$ cat config.mk
export PLATFORM = sky130hd
export DESIGN_NAME = mem_arbiter
export DESIGN_NICKNAME = d
export VERILOG_FILES = /design/src/rtl/mem_arbiter.sv
export SDC_FILE = /design/constraint.sdc
export NUM_CORES = 1
export LEC_CHECK = 0
export CORE_AREA = 8 8 81 83
export DETAILED_ROUTE_END_ITERATION = 10
export DIE_AREA = 0 0 89 91
export GPL_TIMING_DRIVEN = 0
export PLACE_DENSITY = 0.83
export RECOVER_POWER = 25
export SYNTH_ARGS = -nofsm -noshare
export SYNTH_HDL_FRONTEND = slang
export SYNTH_SLANG_ARGS = --single-unit
$ cat constraint.sdc
create_clock -name clk -period 4 [get_ports clk]
set_clock_uncertainty 0.15 [all_clocks]
set_input_delay 0.4 -clock clk [delete_from_list [all_inputs] [get_ports clk]]
set_output_delay 0.4 -clock clk [all_outputs]
set_load 0.005 [all_outputs]
$ cat src/rtl/mem_arbiter.sv
// mem_arbiter
//   Shares one 256x16 synchronous RAM between the CPU memory port (port 0)
//   and the loader/DMA port (port 1). Round-robin arbitration in IDLE, a
//   fixed three-cycle access (IDLE -> ACCESS -> RESP), and a one-cycle ack.
//
// state  | meaning
// IDLE   | no access in flight; arbitrate and latch the winner's request
// ACCESS | latched address/data driven to the RAM, write strobe if allowed
// RESP   | RAM read data valid; ack and rdata returned to the owner
//
// Ports
//   clk, reset                 rising-edge clock, async active-high reset
//   pN_cmd/addr/wdata          requester command (01 read, 10 write, else none)
//   pN_rdata/ack               response data and one-cycle completion pulse
//   grant                      one-hot owner during ACCESS/RESP, 0 in IDLE
//   ram_addr/write/din/dout    RAM side; ram_dout is registered by the RAM
module mem_arbiter #(
  parameter int AW = 9,
  parameter int DW = 16
) (
  input  logic          clk,
  input  logic          reset,
  input  logic [1:0]    p0_cmd,
  input  logic [AW-1:0] p0_addr,
  input  logic [DW-1:0] p0_wdata,
  output logic [DW-1:0] p0_rdata,
  output logic          p0_ack,
  input  logic [1:0]    p1_cmd,
  input  logic [AW-1:0] p1_addr,
  input  logic [DW-1:0] p1_wdata,
  output logic [DW-1:0] p1_rdata,
  output logic          p1_ack,
  output logic [1:0]    grant,
  output logic [AW-2:0] ram_addr,
  output logic          ram_write,
  output logic [DW-1:0] ram_din,
  input  logic [DW-1:0] ram_dout
);

  typedef enum logic [1:0] {
    IDLE   = 2'd0,
    ACCESS = 2'd1,
    RESP   = 2'd2
  } state_t;

  state_t state, state_nxt;

  logic          last;
  logic          lat_port;
  logic          lat_wr;
  logic          lat_hi;
  logic [AW-2:0] lat_addr;
  logic [DW-1:0] lat_wdata;

  logic act0, act1, win, start, rd_ok;

  // 2'b11 is deliberately not an active command.
  assign act0 = (p0_cmd == 2'b01) || (p0_cmd == 2'b10);
  assign act1 = (p1_cmd == 2'b01) || (p1_cmd == 2'b10);

  // On a tie the port that did not win last time goes next.
  assign win = (act0 && act1) ? ~last : act1;

  // Only a RAM read returns data; writes and non-RAM reads return zero.
  assign rd_ok = !lat_wr && !lat_hi;

  always_ff @(posedge clk or posedge reset) begin
    if (reset) begin
      state <= IDLE;
    end else begin
      state <= state_nxt;
    end
  end

  always_ff @(posedge clk or posedge reset) begin
    if (reset) begin
      last      <= 1'b1;
      lat_port  <= 1'b0;
      lat_wr    <= 1'b0;
      lat_hi    <= 1'b0;
      lat_addr  <= '0;
      lat_wdata <= '0;
    end else if (start) begin
      last      <= win;
      lat_port  <= win;
      lat_wr    <= win ? (p1_cmd == 2'b10) : (p0_cmd == 2'b10);
      lat_hi    <= win ? p1_addr[AW-1] : p0_addr[AW-1];
      lat_addr  <= win ? p1_addr[AW-2:0] : p0_addr[AW-2:0];
      lat_wdata <= win ? p1_wdata : p0_wdata;
    end
  end

  always_comb begin
    state_nxt = state;
    start     = 1'b0;
    grant     = 2'b00;
    ram_write = 1'b0;
    p0_ack    = 1'b0;
    p1_ack    = 1'b0;
    p0_rdata  = '0;
    p1_rdata  = '0;
    case (state)
      IDLE: begin
        if (act0 || act1) begin
          state_nxt = ACCESS;
          start     = 1'b1;
        end
      end
      ACCESS: begin
        state_nxt = RESP;
        grant     = lat_port ? 2'b10 : 2'b01;
        ram_write = lat_wr && !lat_hi;
      end
      RESP: begin
        state_nxt = IDLE;
        grant     = lat_port ? 2'b10 : 2'b01;
        if (lat_port) begin
          p1_ack   = 1'b1;
          p1_rdata = rd_ok ? ram_dout : '0;
        end else begin
          p0_ack   = 1'b1;
          p0_rdata = rd_ok ? ram_dout : '0;
        end
      end
      default: state_nxt = IDLE;
    endcase
  end

  // Latches are cleared on reset, so these read as zero out of reset.
  assign ram_addr = lat_addr;
  assign ram_din  = lat_wdata;

endmodule

==> out/metrics.csv, run 1 <==
metric,value,unit
post_synth_fa_ha_maj_area_fraction,3.262,%
starting_density_of_the_core,35.94,%
via_count_of_the_first_global_routing_pass,2262,
met2WireLength,3417,um
antenna_found_initial,0,
vdd_drop_max,0.0002744,V
design.die.area,8099,sq um
grt_max_degree,31,
core.rowCount,27,
finalSetupTns,0,ns
dr.max_layer_used,met4,
grt_first_pass_wirelength,11170,um
ys.warnings.count,0,
route.detailed.vias_per_inst,4.951,
crit_arrival,2.27,ns
synth.mux.area_fraction,0,%
maxSlewViolCount,0,
clock.fmax,354.4,MHz
io_buffer_count,132,
wire_per_inst,16.84,um
outcome,"finished, final reports clean",
post_cts.repair.setup_buffers,0,
track_usage,17.26,%
gp_congestion,0.7567,
globalRoute.totalOverflow,0,
synthSimpleGateAreaFrac,30.66,%
placed_area,3329,sq um
final_routed_wirelength_across_all_metal_layers,7191,um
post_cts_resized,0,
syn-cell-area,1918,sq um
final_common_cell,clkdlybuf4s50_1,
dieWidth,89,um
cts_root_buf,clkbuf_8,
detail_route.wirelength.met1,2848,um
fin_area,3423,sq um
synth.net_count,292,
critPathMaxFanout,10,
most-common-layout-cells,"clkdlybuf4s50_1, and2_1, dfrtp_1, nor2_1, a31oi_1",
wl_met3,793,um
antenna_cells,0,
die_h,91,um
yosys.area_share.xor_xnor,0,%
unique_masters_post_synth,26,
clock_path_buffers,2,
cellPowerDensity,514.5,nW/um^2
timing.slew.headroom,23.42,%
period_utilization,70.55,%
rsz0062_at_grt,no,
required,3.45,ns
numClockSinks,30,
launching_element_type_of_the_critical_path,flop,
synth-compound-area-share,17.94,%
synth_top_family_by_area,simple AND/OR/NAND/NOR gates,
worst_skew_pair.late_latency,0.28,ns
cellLeakagePower,1.344,nW
drt-initial-drc-count,116,
whs,0.3653,ns
cts_inserted_buffers,5,
worst_slew_pin_slew,1.147,ns
worst_hold_path_type,flop to flop,
detail_route.drc_violations,0,
hold_violations,0,
clk_pin_slew_worst_paths,0.07,ns
areaGrowthSynthToFinish,78.47,%
final_report_setup_violation_count,0,
net_count_reported_at_finish,431,
endpoint_kind,primary output,
min_period,2.822,ns
cts_hold_buf,0,
seqCellArea,752.0,sq um
criticalPathCategory,flop to primary output,
drt_first_pass_iters,4,
tritoncts,done,
layout.filler_cells,486,
postRouteAntennaNets,0,
layout_setup_ws,1.178,ns
cts.htree.levels,2,
core_area,5338,sq um
multi_input_area,994.7,sq um
seq_area_frac_synth,39.20,%
via_count,2114,
postSynthCellCount,215,
post_synth.cell_area_avg,8.921,sq um
maxCapViolCount,0,
synth_seq_cells,30,
place_worst_setup_slack,1.474,ns
detailed_place_hpwl,5863,um
post_route_cells_drive_above_1_share,9.014,%
io_pins,133,
## per-layer routing
layer | vias to the layer above | track usage, %
li1 | 1021 | -
met1 | 976 | 18.98
met2 | 108 | 29.99
met3 | 9 | 5.495
met4 | 0 | 6.103
met5 | - | 0
## critical path, cell delays in order, from the launching register on
cell and delay [ns]:
dfrtp_1 0.39, inv_1 0.11, ha_1 0.16, nor2b_2 0.16, nor3b_4 0.28, clkbuf_2 0.24, and2_1 0.15, clkdlybuf4s50_1 0.51
## sequential cells by signal, indices dropped and copies added, names as in the netlist
signal / flops
last: 1
lat_hi: 1
lat_port: 1
lat_wr: 1
ram_addr: 8
ram_din: 16
state: 2
## layout make-up
cell class                 instances  area share [%]
tap                               72           2.632
inverter                           7          0.7675
sequential                        30           21.97
timing repair buffer             132           38.60
buffer                            19           4.203
clock inverter                     2          0.3655
multi-input combinational        159           29.06
clock buffer                       6           2.412
## cells by family (layout without fill, tap and decap cells)
kind of cell | after synthesis | after routing
simple gates | 96 | 96
fa+ha+maj | 5 | 5
compound gates | 58 | 58
flops | 30 | 30
buf+inv | 26 | 166
## worst paths after layout
kind	slack, ns	startpoint	end	depth (start not counted)
min reg2reg	0.37	last$_DFFE_PP1P_	last$_DFFE_PP1P_	2
max reg2reg	2.29	state[0]$_DFFE_PP0P_	lat_wr$_DFFE_PP0P_	6
max	1.18	state[0]$_DFFE_PP0P_	p0_rdata[8]	7
min in group asynchronous	0.70	reset	ram_din[7]$_DFFE_PP0P_	2
min	0.37	last$_DFFE_PP1P_	last$_DFFE_PP1P_	2
max in group asynchronous	2.30	reset	ram_din[1]$_DFFE_PP0P_	2
## synth_stat cells
cell type	instances	area, sq um
a21boi_4	1	18.77
buf_2	7	35.03
clkbuf_2	4	20.02
nor2_1	27	101.4
nor3b_4	2	37.54
o21ai_1	2	10.01
o21ai_0	26	130.1
a31oi_1	27	168.9
o31ai_1	1	7.510
nor2b_2	1	8.760
dfrtp_1	29	725.7
inv_1	7	26.28
dfstp_2	1	26.28
nand2b_1	1	6.260
nor2b_1	2	12.51
o32ai_1	1	8.760
nand2_1	2	7.510
nand3_1	1	5.000
buf_8	2	30.03
buf_6	4	45.04
ha_1	5	62.56
and2_2	1	7.510
clkbuf_4	1	7.510
and2_1	33	206.5
buf_4	1	7.510
nand3b_1	26	195.2
## metrics by stage
| step | instances | utilization [%] | total power [mW] |
|---|---|---|---|
| 4_1_cts | 427 | 64.16 | 1.832 |
| 3_3_place_gp | 419 | 62.38 | 1.546 |
| 2_1_floorplan | 215 | - | 1.031 |
| 5_1_grt | 427 | 64.13 | 1.894 |
| 3_5_place_dp | 419 | 62.38 | 1.570 |
| 6_report | 427 | 64.13 | 1.761 |
## report_power, final
group	internal [mW]	leakage [nW]	switching, mW
Clock	0.138	0.0472	0.118
Combinational	0.516	0.958	0.430
Sequential	0.463	0.339	0.0967
No activity file was read; power rests on OpenSTA's default activity.
==> run 2: changes to the inputs <==
--- a/config.mk
+++ b/config.mk
@@ -5,11 +5,11 @@
 export SDC_FILE = /design/constraint.sdc
 export NUM_CORES = 1
 export LEC_CHECK = 0
-export CORE_AREA = 8 8 81 83
+export CORE_AREA = 8 8 84 86
 export DETAILED_ROUTE_END_ITERATION = 10
-export DIE_AREA = 0 0 89 91
+export DIE_AREA = 0 0 92 94
 export GPL_TIMING_DRIVEN = 0
-export PLACE_DENSITY = 0.83
+export PLACE_DENSITY = 0.77
 export RECOVER_POWER = 25
 export SYNTH_ARGS = -nofsm -noshare
 export SYNTH_HDL_FRONTEND = slang
==> constraint.sdc (replaced) <==
create_clock -name clk -period 2.8 [get_ports clk]
set_clock_uncertainty 0.15 [all_clocks]
set_input_delay 0.28 -clock clk [delete_from_list [all_inputs] [get_ports clk]]
set_output_delay 0.28 -clock clk [all_outputs]
set_load 0.005 [all_outputs]
==> run 2 against run 1 <==
Effect of this change: clock-buffer cell count up 1; sequential share of layout area down 0.096 points; die area up 6.8%; worst setup slack worse by 1.0 ns; hold slack worse by 0.028 ns; cell area up 0.44%; clock power up 41%; utilization down 4.3 points; largest cell class unchanged; highest routed layer unchanged.
==> out/metrics.csv, run 2 (synthesis results as in run 1) <==
metric,value,unit,change
min_period,2.634,ns,
dp.cells,422,,was 419
numClockSinks,30,,unchanged
drt_first_pass_iters,4,,unchanged
worstReg2RegStart,state[0]$_DFFE_PP0P_,,unchanged
criticalPathCategory,flop to primary output,,unchanged
clock_path_buffers,2,,unchanged
wire_per_inst,16.27,um,was 16.84 um
grt_max_degree,31,,unchanged
rsz0062_at_grt,no,,unchanged
core_area,5746,sq um,was 5338 sq um
grt_first_pass_wirelength,11010,um,was 11170 um
cts.htree.levels,2,,unchanged
postRouteAntennaNets,0,,unchanged
finalPower,2.575,mW,was 1.761 mW
gp_congestion,0.7715,,was 0.7567
final_routed_wirelength_across_all_metal_layers,7027,um,was 7191 um
timing.slew.headroom,41.30,%,was 23.42%
worst_skew_pair.late_latency,0.28,ns,about the same
maxCapViolCount,0,,unchanged
antenna_found_initial,0,,unchanged
placed_area,3333,sq um,was 3329 sq um
cellLeakagePower,1.363,nW,was 1.344 nW
cts_hold_buf,0,,unchanged
post_route_cells_drive_above_1_share,9.244,%,was 9.014%
critPathMaxFanout,10,,unchanged
via_count,2065,,was 2114
worst_hold_path_type,input pin to async pin,,was flop to flop
finalSetupTns,0,ns,unchanged
largest_reg_flops,16,,unchanged
required,2.37,ns,was 3.45 ns
detail_route.drc_violations,0,,unchanged
cts_inserted_buffers,5,,unchanged
drt-initial-drc-count,45,,was 116
dieWidth,92,um,was 89 um
globalRoute.totalOverflow,0,,unchanged
cellPowerDensity,748.8,nW/um^2,was 514.5 nW/um^2
track_usage,15.79,%,was 17.26%
crit_arrival,2.20,ns,was 2.27 ns
io_pins,133,,unchanged
layout.filler_cells,539,,was 486
final_report_setup_violation_count,0,,unchanged
antenna_cells,0,,unchanged
period_utilization,94.08,%,
final-instance-count-excl-fill,432,,was 427
critical_path_startpoint,state[0]$_DFFE_PP0P_,,unchanged
design.die.area,8648,sq um,was 8099 sq um
starting_density_of_the_core,33.38,%,was 35.94%
outcome,"finished, final reports clean",,unchanged
launching_element_type_of_the_critical_path,flop,,unchanged
hold_violations,0,,unchanged
net_count_reported_at_finish,433,,was 431
core.rowCount,28,,was 27
cts_root_buf,clkbuf_8,,unchanged
io_buffer_count,132,,unchanged
die_h,94,um,was 91 um
clock.fmax,379.6,MHz,
endpoint_kind,primary output,,unchanged
via_count_of_the_first_global_routing_pass,2132,,was 2262
worst_slew_pin_slew,0.8805,ns,was 1.147 ns
most-common-layout-cells,"clkdlybuf4s50_1, and2_1, dfrtp_1, nor2_1, a31oi_1",,unchanged
clk_pin_slew_worst_paths,0.07,ns,about the same
maxSlewViolCount,0,,unchanged
tritoncts,done,,unchanged
detailed_place_hpwl,5731,um,was 5863 um
final_common_cell,clkdlybuf4s50_1,,unchanged
fin_area,3438,sq um,was 3423 sq um
vdd_drop_max,0.0003422,V,was 0.0002744 V
route.detailed.vias_per_inst,4.780,,was 4.951
areaGrowthSynthToFinish,79.26,%,was 78.47%
-- run 2: worst paths after layout --
check                           slack [ns]                      to  cells after the start
max in group asynchronous             0.97    state[1]$_DFFE_PP0P_                      3
worst min-delay path                  0.34  ram_din[8]$_DFFE_PP0P_                      2
worst max register to register        1.10      lat_wr$_DFFE_PP0P_                      6
min in group clk                      0.37        last$_DFFE_PP1P_                      2
worst max-delay path                  0.17             p1_rdata[9]                      7
worst min register to register        0.37        last$_DFFE_PP1P_                      2
-- run 2: repair_timing --
item,in CTS,in global routing
endpoints found under the setup margin,0,10
resized for setup,0,3
buffers inserted,0,1
-- run 2: where the power goes --
group | switching, mW | internal [mW] | total (mW)
Clock | 0.163 | 0.198 | 0.361
Sequential | 0.147 | 0.662 | 0.809
Combinational | 0.601 | 0.804 | 1.41
-- run 2: layout make-up --
type / instances / area, sq um / share of cell area [%]
timing repair buffer: 134 / 1333 / 38.76
multi-input combinational: 159 / 994.7 / 28.93
sequential: 30 / 752.0 / 21.87
buffer: 19 / 147.6 / 4.294
tap: 75 / 93.84 / 2.729
clock buffer: 7 / 86.33 / 2.511
inverter: 7 / 26.28 / 0.7642
clock inverter: 1 / 5.005 / 0.1456
-- run 2: stage by stage --
step | util (%) | setup WS [ns] | hold slack [ns]
4_1_cts | 59.60 | 0.07797 | 0.3682
3_5_place_dp | 58.01 | 0.3939 | 0.3546
6_report | 59.84 | 0.1658 | 0.3368
2_1_floorplan | - | 1.059 | 0.2201
3_3_place_gp | 58.01 | 0.4388 | 0.3470
5_1_grt | 59.84 | 0.008573 | 0.4080
-- run 2: layer usage --
| layer | vias up | global-route usage, % | part of all wire (%) |
|---|---|---|---|
| met5 | - | 0 | 0 |
| met1 | 925 | 19.24 | 43 |
| li1 | 1032 | - | - |
| met2 | 100 | 26.04 | 48 |
| met4 | 0 | 4.430 | 0.97 |
| met3 | 8 | 5.116 | 8.2 |
-- run 2: worst max-delay path: stages (launching register included) --
cell and delay, ns:
dfrtp_1 0.38, inv_1 0.11, ha_1 0.17, and2_2 0.15, nor3b_4 0.30, buf_6 0.17, and2_1 0.12, clkdlybuf4s50_1 0.52
==> run 3: changes to the inputs <==
--- a/config.mk
+++ b/config.mk
@@ -5,11 +5,13 @@
 export SDC_FILE = /design/constraint.sdc
 export NUM_CORES = 1
 export LEC_CHECK = 0
-export CORE_AREA = 8 8 84 86
+export CELL_PAD_IN_SITES_DETAIL_PLACEMENT = 0
+export CELL_PAD_IN_SITES_GLOBAL_PLACEMENT = 1
+export CORE_AREA = 8 8 99 101
 export DETAILED_ROUTE_END_ITERATION = 10
-export DIE_AREA = 0 0 92 94
+export DIE_AREA = 0 0 107 109
 export GPL_TIMING_DRIVEN = 0
-export PLACE_DENSITY = 0.77
+export PLACE_DENSITY = 0.78
 export RECOVER_POWER = 25
 export SYNTH_ARGS = -nofsm -noshare
 export SYNTH_HDL_FRONTEND = slang
==> run 3 against run 2 <==
Effect of this change: worst setup slack improved by 0.034 ns; clock power increased by 25%; register-to-register slack got worse by 0.06 ns; sequential share of layout area decreased by 0.41 points; die area increased by 35%; critical path type unchanged; critical endpoint is now p0_rdata[11].
==> out/metrics.csv, run 3 (synthesis results as in run 1) <==
metric,value,unit,change
outcome,"finished, final reports clean",,unchanged
most-common-layout-cells,"clkdlybuf4s50_1, and2_1, dfrtp_1, nor2_1, a31oi_1",,unchanged
timing.slew.headroom,21.93,%,was 41.30%
reg2reg_depth,6,,unchanged
track_usage,12.35,%,was 15.79%
cts_root_buf,clkbuf_8,,unchanged
layout_setup_ws,0.2000,ns,was 0.1658 ns
critical_path.max_stage_delay,0.51,ns,was 0.52 ns
launching_element_type_of_the_critical_path,flop,,unchanged
pwr-share-comb,52.1,%,was 54.6%
rsz0062_at_grt,no,,unchanged
finalSetupTns,0,ns,unchanged
place_worst_setup_slack,0.2841,ns,was 0.3939 ns
p_seq_share,30.6,%,was 31.4%
crit_family,buffers and inverters,,unchanged
final_common_cell,clkdlybuf4s50_1,,unchanged
worst_setup_path_endpoint,p0_rdata[11],,was p1_rdata[9]
drt-initial-drc-count,77,,was 45
antenna_cells,0,,unchanged
design.die.area,11660,sq um,was 8648 sq um
cell_at_the_slowest_stage_of_the_critical_path,clkdlybuf4s50_1,,unchanged
worst_hold_path_type,flop to flop,,was input pin to async pin
layout.filler_cells,851,,was 539
dieWidth,107,um,was 92 um
final_report_setup_violation_count,0,,unchanged
grt_first_pass_wirelength,11460,um,was 11010 um
detail_route.drc_violations,0,,unchanged
largest_reg_flops,16,,unchanged
required,2.37,ns,about the same
grt_max_degree,31,,unchanged
core_area,8381,sq um,was 5746 sq um
detailed_place_hpwl,5912,um,was 5731 um
crit_path_cells,inv_1 -> ha_1 -> nor2b_2 -> nor3b_4 -> clkbuf_4 -> and2_1 -> clkdlybuf4s50_1,,was inv_1 -> ha_1 -> and2_2 -> nor3b_4 -> buf_6 -> and2_1 -> clkdlybuf4s50_1
via_count_of_the_first_global_routing_pass,2283,,was 2132
endpoint_kind,primary output,,unchanged
io_buffer_count,132,,unchanged
maxSlewViolCount,0,,unchanged
core.rowCount,34,,was 28
route.detailed.vias_per_inst,4.457,,was 4.780
starting_density_of_the_core,22.89,%,was 33.38%
int_pwr,1.685,mW,was 1.663 mW
clock.fmax,384.6,MHz,was 379.6 MHz
crit_arrival,2.17,ns,was 2.20 ns
cts.htree.levels,2,,unchanged
stages_on_worst_setup_path,7,,unchanged
multi_input_area,994.7,sq um,unchanged
fin_util,41.80,%,was 59.84%
io_pins,133,,unchanged
switching_share,35.27,%,was 35.39%
post_route_cells_drive_above_1_share,9.270,%,was 9.244%
drt_first_pass_iters,4,,unchanged
clk_pin_slew_worst_paths,0.06,ns,was 0.07 ns
hold_violations,0,,unchanged
worst_slew_pin_slew,1.170,ns,was 0.8805 ns
worst_skew_pair.late_latency,0.28,ns,about the same
setup.reg_to_reg.worst_slack,1.04,ns,was 1.10 ns
final_routed_wirelength_across_all_metal_layers,7388,um,was 7027 um
critical_path_startpoint,state[0]$_DFFE_PP0P_,,unchanged
cp_num_buf_inv,3,,unchanged
clock_path_buffers,2,,unchanged
numClockSinks,30,,unchanged
cellPowerDensity,743.2,nW/um^2,was 748.8 nW/um^2
net_count_reported_at_finish,433,,unchanged
antenna_found_initial,0,,unchanged
p_sw,0.9183,mW,was 0.9110 mW
wire_per_inst,15.92,um,was 16.27 um
period_utilization,92.86,%,was 94.08%
tritoncts,done,,unchanged
areaGrowthSynthToFinish,82.65,%,was 79.26%
worstReg2RegStart,state[0]$_DFFE_PP0P_,,unchanged
cts_inserted_buffers,5,,unchanged
criticalPathCategory,flop to primary output,,unchanged
share_clk_of_total_power,17.3,%,was 14.0%
gp_congestion,0.7479,,was 0.7715
die_h,109,um,was 94 um
min_period,2.600,ns,was 2.634 ns
globalRoute.totalOverflow,0,,unchanged
vdd_drop_max,0.0002968,V,was 0.0003422 V
seqCellArea,752.0,sq um,unchanged
maxCapViolCount,0,,unchanged
via_count,2068,,was 2065
cellLeakagePower,1.365,nW,was 1.363 nW
r2r_end,ram_din[2]$_DFFE_PP0P_,,was lat_wr$_DFFE_PP0P_
critPathMaxFanout,10,,unchanged
postRouteAntennaNets,0,,unchanged
-- run 3: layout make-up --
class                           instances  share of cell area, %
Sequential cell                        30                  21.46
Multi-Input combinational cell        159                  28.39
Buffer                                 19                  4.179
Timing Repair Buffer                  134                  38.14
Tap cell                              108                  3.857
Clock buffer                            6                  2.357
Inverter                                7                 0.7500
Clock inverter                          1                 0.8571
-- run 3: per-stage QoR --
step	cells	instance area (sq um)	hold slack, ns	power [mW]
2_1_floorplan	215	1918	0.2201	1.472
5_1_grt	464	3503	0.3892	2.838
6_report	464	3503	0.3653	2.604
3_3_place_gp	455	3374	0.3448	2.239
4_1_cts	463	3497	0.3656	2.723
3_5_place_dp	455	3374	0.3506	2.259
-- run 3: worst min path at each step --
stage                startpoint            endpoint  slack, ns  depth (start not counted)
3_3_place_gp   last$_DFFE_PP1P_    last$_DFFE_PP1P_       0.34                          2
3_5_place_dp   last$_DFFE_PP1P_    last$_DFFE_PP1P_       0.35                          2
2_1_floorplan             reset  lat_hi$_DFFE_PP0P_       0.22                          1
5_1_grt        last$_DFFE_PP1P_    last$_DFFE_PP1P_       0.39                          2
4_1_cts        last$_DFFE_PP1P_    last$_DFFE_PP1P_       0.37                          2
6_report       last$_DFFE_PP1P_    last$_DFFE_PP1P_       0.37                          2
-- run 3: what timing repair did --
item	in CTS	in global routing
buffers inserted	1	1
hold buffers	0	0
setup endpoints to repair	10	2
cloned	0	0
resized for setup	1	0
-- run 3: worst reg2reg max path, delay by kind of cell (launching register included) --
family,cells,cell delay [ns]
buf+inv,2,0.41
fa+ha+maj,1,0.23
compound gates,2,0.45
flops,1,0.38
simple gates,1,0.06
-- run 3: power by group through the flow --
stage               sequential, mW  clock (mW)  combinational (mW)
finish                       0.798       0.450                1.36
global route                 0.831       0.480                1.53
CTS                          0.809       0.459                1.45
detailed placement           0.817           0                1.44
global placement             0.805           0                1.43
floorplan                    0.814           0               0.658
-- run 3: layer usage --
layer	up-vias	share of wire, %	GRT usage [%]
li1	1028	-	-
met1	930	43	14.37
met2	106	46	20.20
met3	4	10	6.028
met4	0	0.45	2.513
met5	-	0	0
==> RTL change, RTL diff (config.mk and constraints of run 3) <==
The parameter `DW` goes from 16 to 20.
--- a/src/rtl/mem_arbiter.sv
+++ b/src/rtl/mem_arbiter.sv
@@ -18,3 +18,3 @@
   parameter int AW = 9,
-  parameter int DW = 16
+  parameter int DW = 20
 ) (
Ports: changed (6 resized); port bits go from 133 to 157. No check against the original RTL was run, so the function may have changed too.
==> RTL change against run 3 <==
- total power up 7.9%
- via count is 16% higher
- sequential cell count up 4
- wire length up 16%
- critical path type unchanged
- sequential share of layout area up 0.33 points
- largest cell class unchanged
- setup slack improved by 0.044 ns
- critical endpoint is now p1_rdata[2]
- area after synthesis is 11% higher
- cell area increased by 12%
==> RTL change: results <==
set metrics [dict create \
    gp_congestion 0.742 \
    clock_cell_area_share 0.0202 \
    final_net_count 500 \
    yosysSeqAreaShare 0.402 \
    post-place-ws_ns 0.406 \
    cp-endpoint "p1_rdata[2]" \
    r2r-end "ram_din[4]$_DFFE_PP0P_" \
    via_per_inst 4.61 \
    whs_ns 0.365 \
    signal_buffers 180 \
    final-nonclk-buf-share 0.433 \
    yosys.area_share.adder 0.0295 \
    grt_pass1_vias 2628 \
    port_buffers 156 \
    multi_input_area_share 0.288 \
    seq-cell-share 0.218 \
    postPlaceCellArea_sq_mm 0.00384 \
    grt_first_pass_wirelength_um 13500 \
    syn_avg_cell_area_sq_um 8.59 \
    yosys-top-cells-area "dfrtp_1 (39%), and2_1 (12%), nand3b_1 (11%), a31oi_1 (9.1%), o21ai_0 (6.8%)" \
    drive_gt1_frac 0.0754 \
    post-cts-setup-buffer-count 0 \
    multi_input_cells 183 \
    vias 2394 \
    grt_use_total 0.145 \
    largest_reg_flops 20 \
    p_leak_uw 0.00152 \
    drtIter0Drc 70 \
    outcome "completed" \
    rrSetupSlack_ns 1.11 \
    hold_path_class "in -> async" \
    power_density_mw_per_mm2 718 \
    cts_resized 0 \
    dpl.cell_count 512 \
    grt_max_degree 19 \
]
==> RTL change: changes by cell type in the layout (fill, tap and decap cells not counted), moves of 5 or more <==
| cell | change |
|---|---|
| clkdlybuf4s50_1 | +47 |
| dlygate4sd3_1 | -23 |
| and2_1 | +9 |
| clkbuf_1 | +5 |
==> RTL change: critical path: stages (launching register included) <==
cell and delay, ns:
dfrtp_1 0.38, inv_1 0.11, ha_1 0.16, and2_1 0.14, nor3b_2 0.19, clkbuf_2 0.22, and2_1 0.15, clkdlybuf4s50_1 0.50
==> RTL change: metal layers <==
| metal | vias up | track usage | wire length (um) |
|---|---|---|---|
| met2 | 127 | 0.256 | 4040 |
| met1 | 1082 | 0.159 | 3530 |
| met4 | 0 | 0.0241 | 19 |
| li1 | 1183 | - | - |
| met3 | 2 | 0.0656 | 961 |
| met5 | - | 0 | 0 |
==> RTL change: power by group <==
group,internal (uW),switching (uW)
sequential,749,150
combinational,876,691
clock,167,176
total,1790,1020
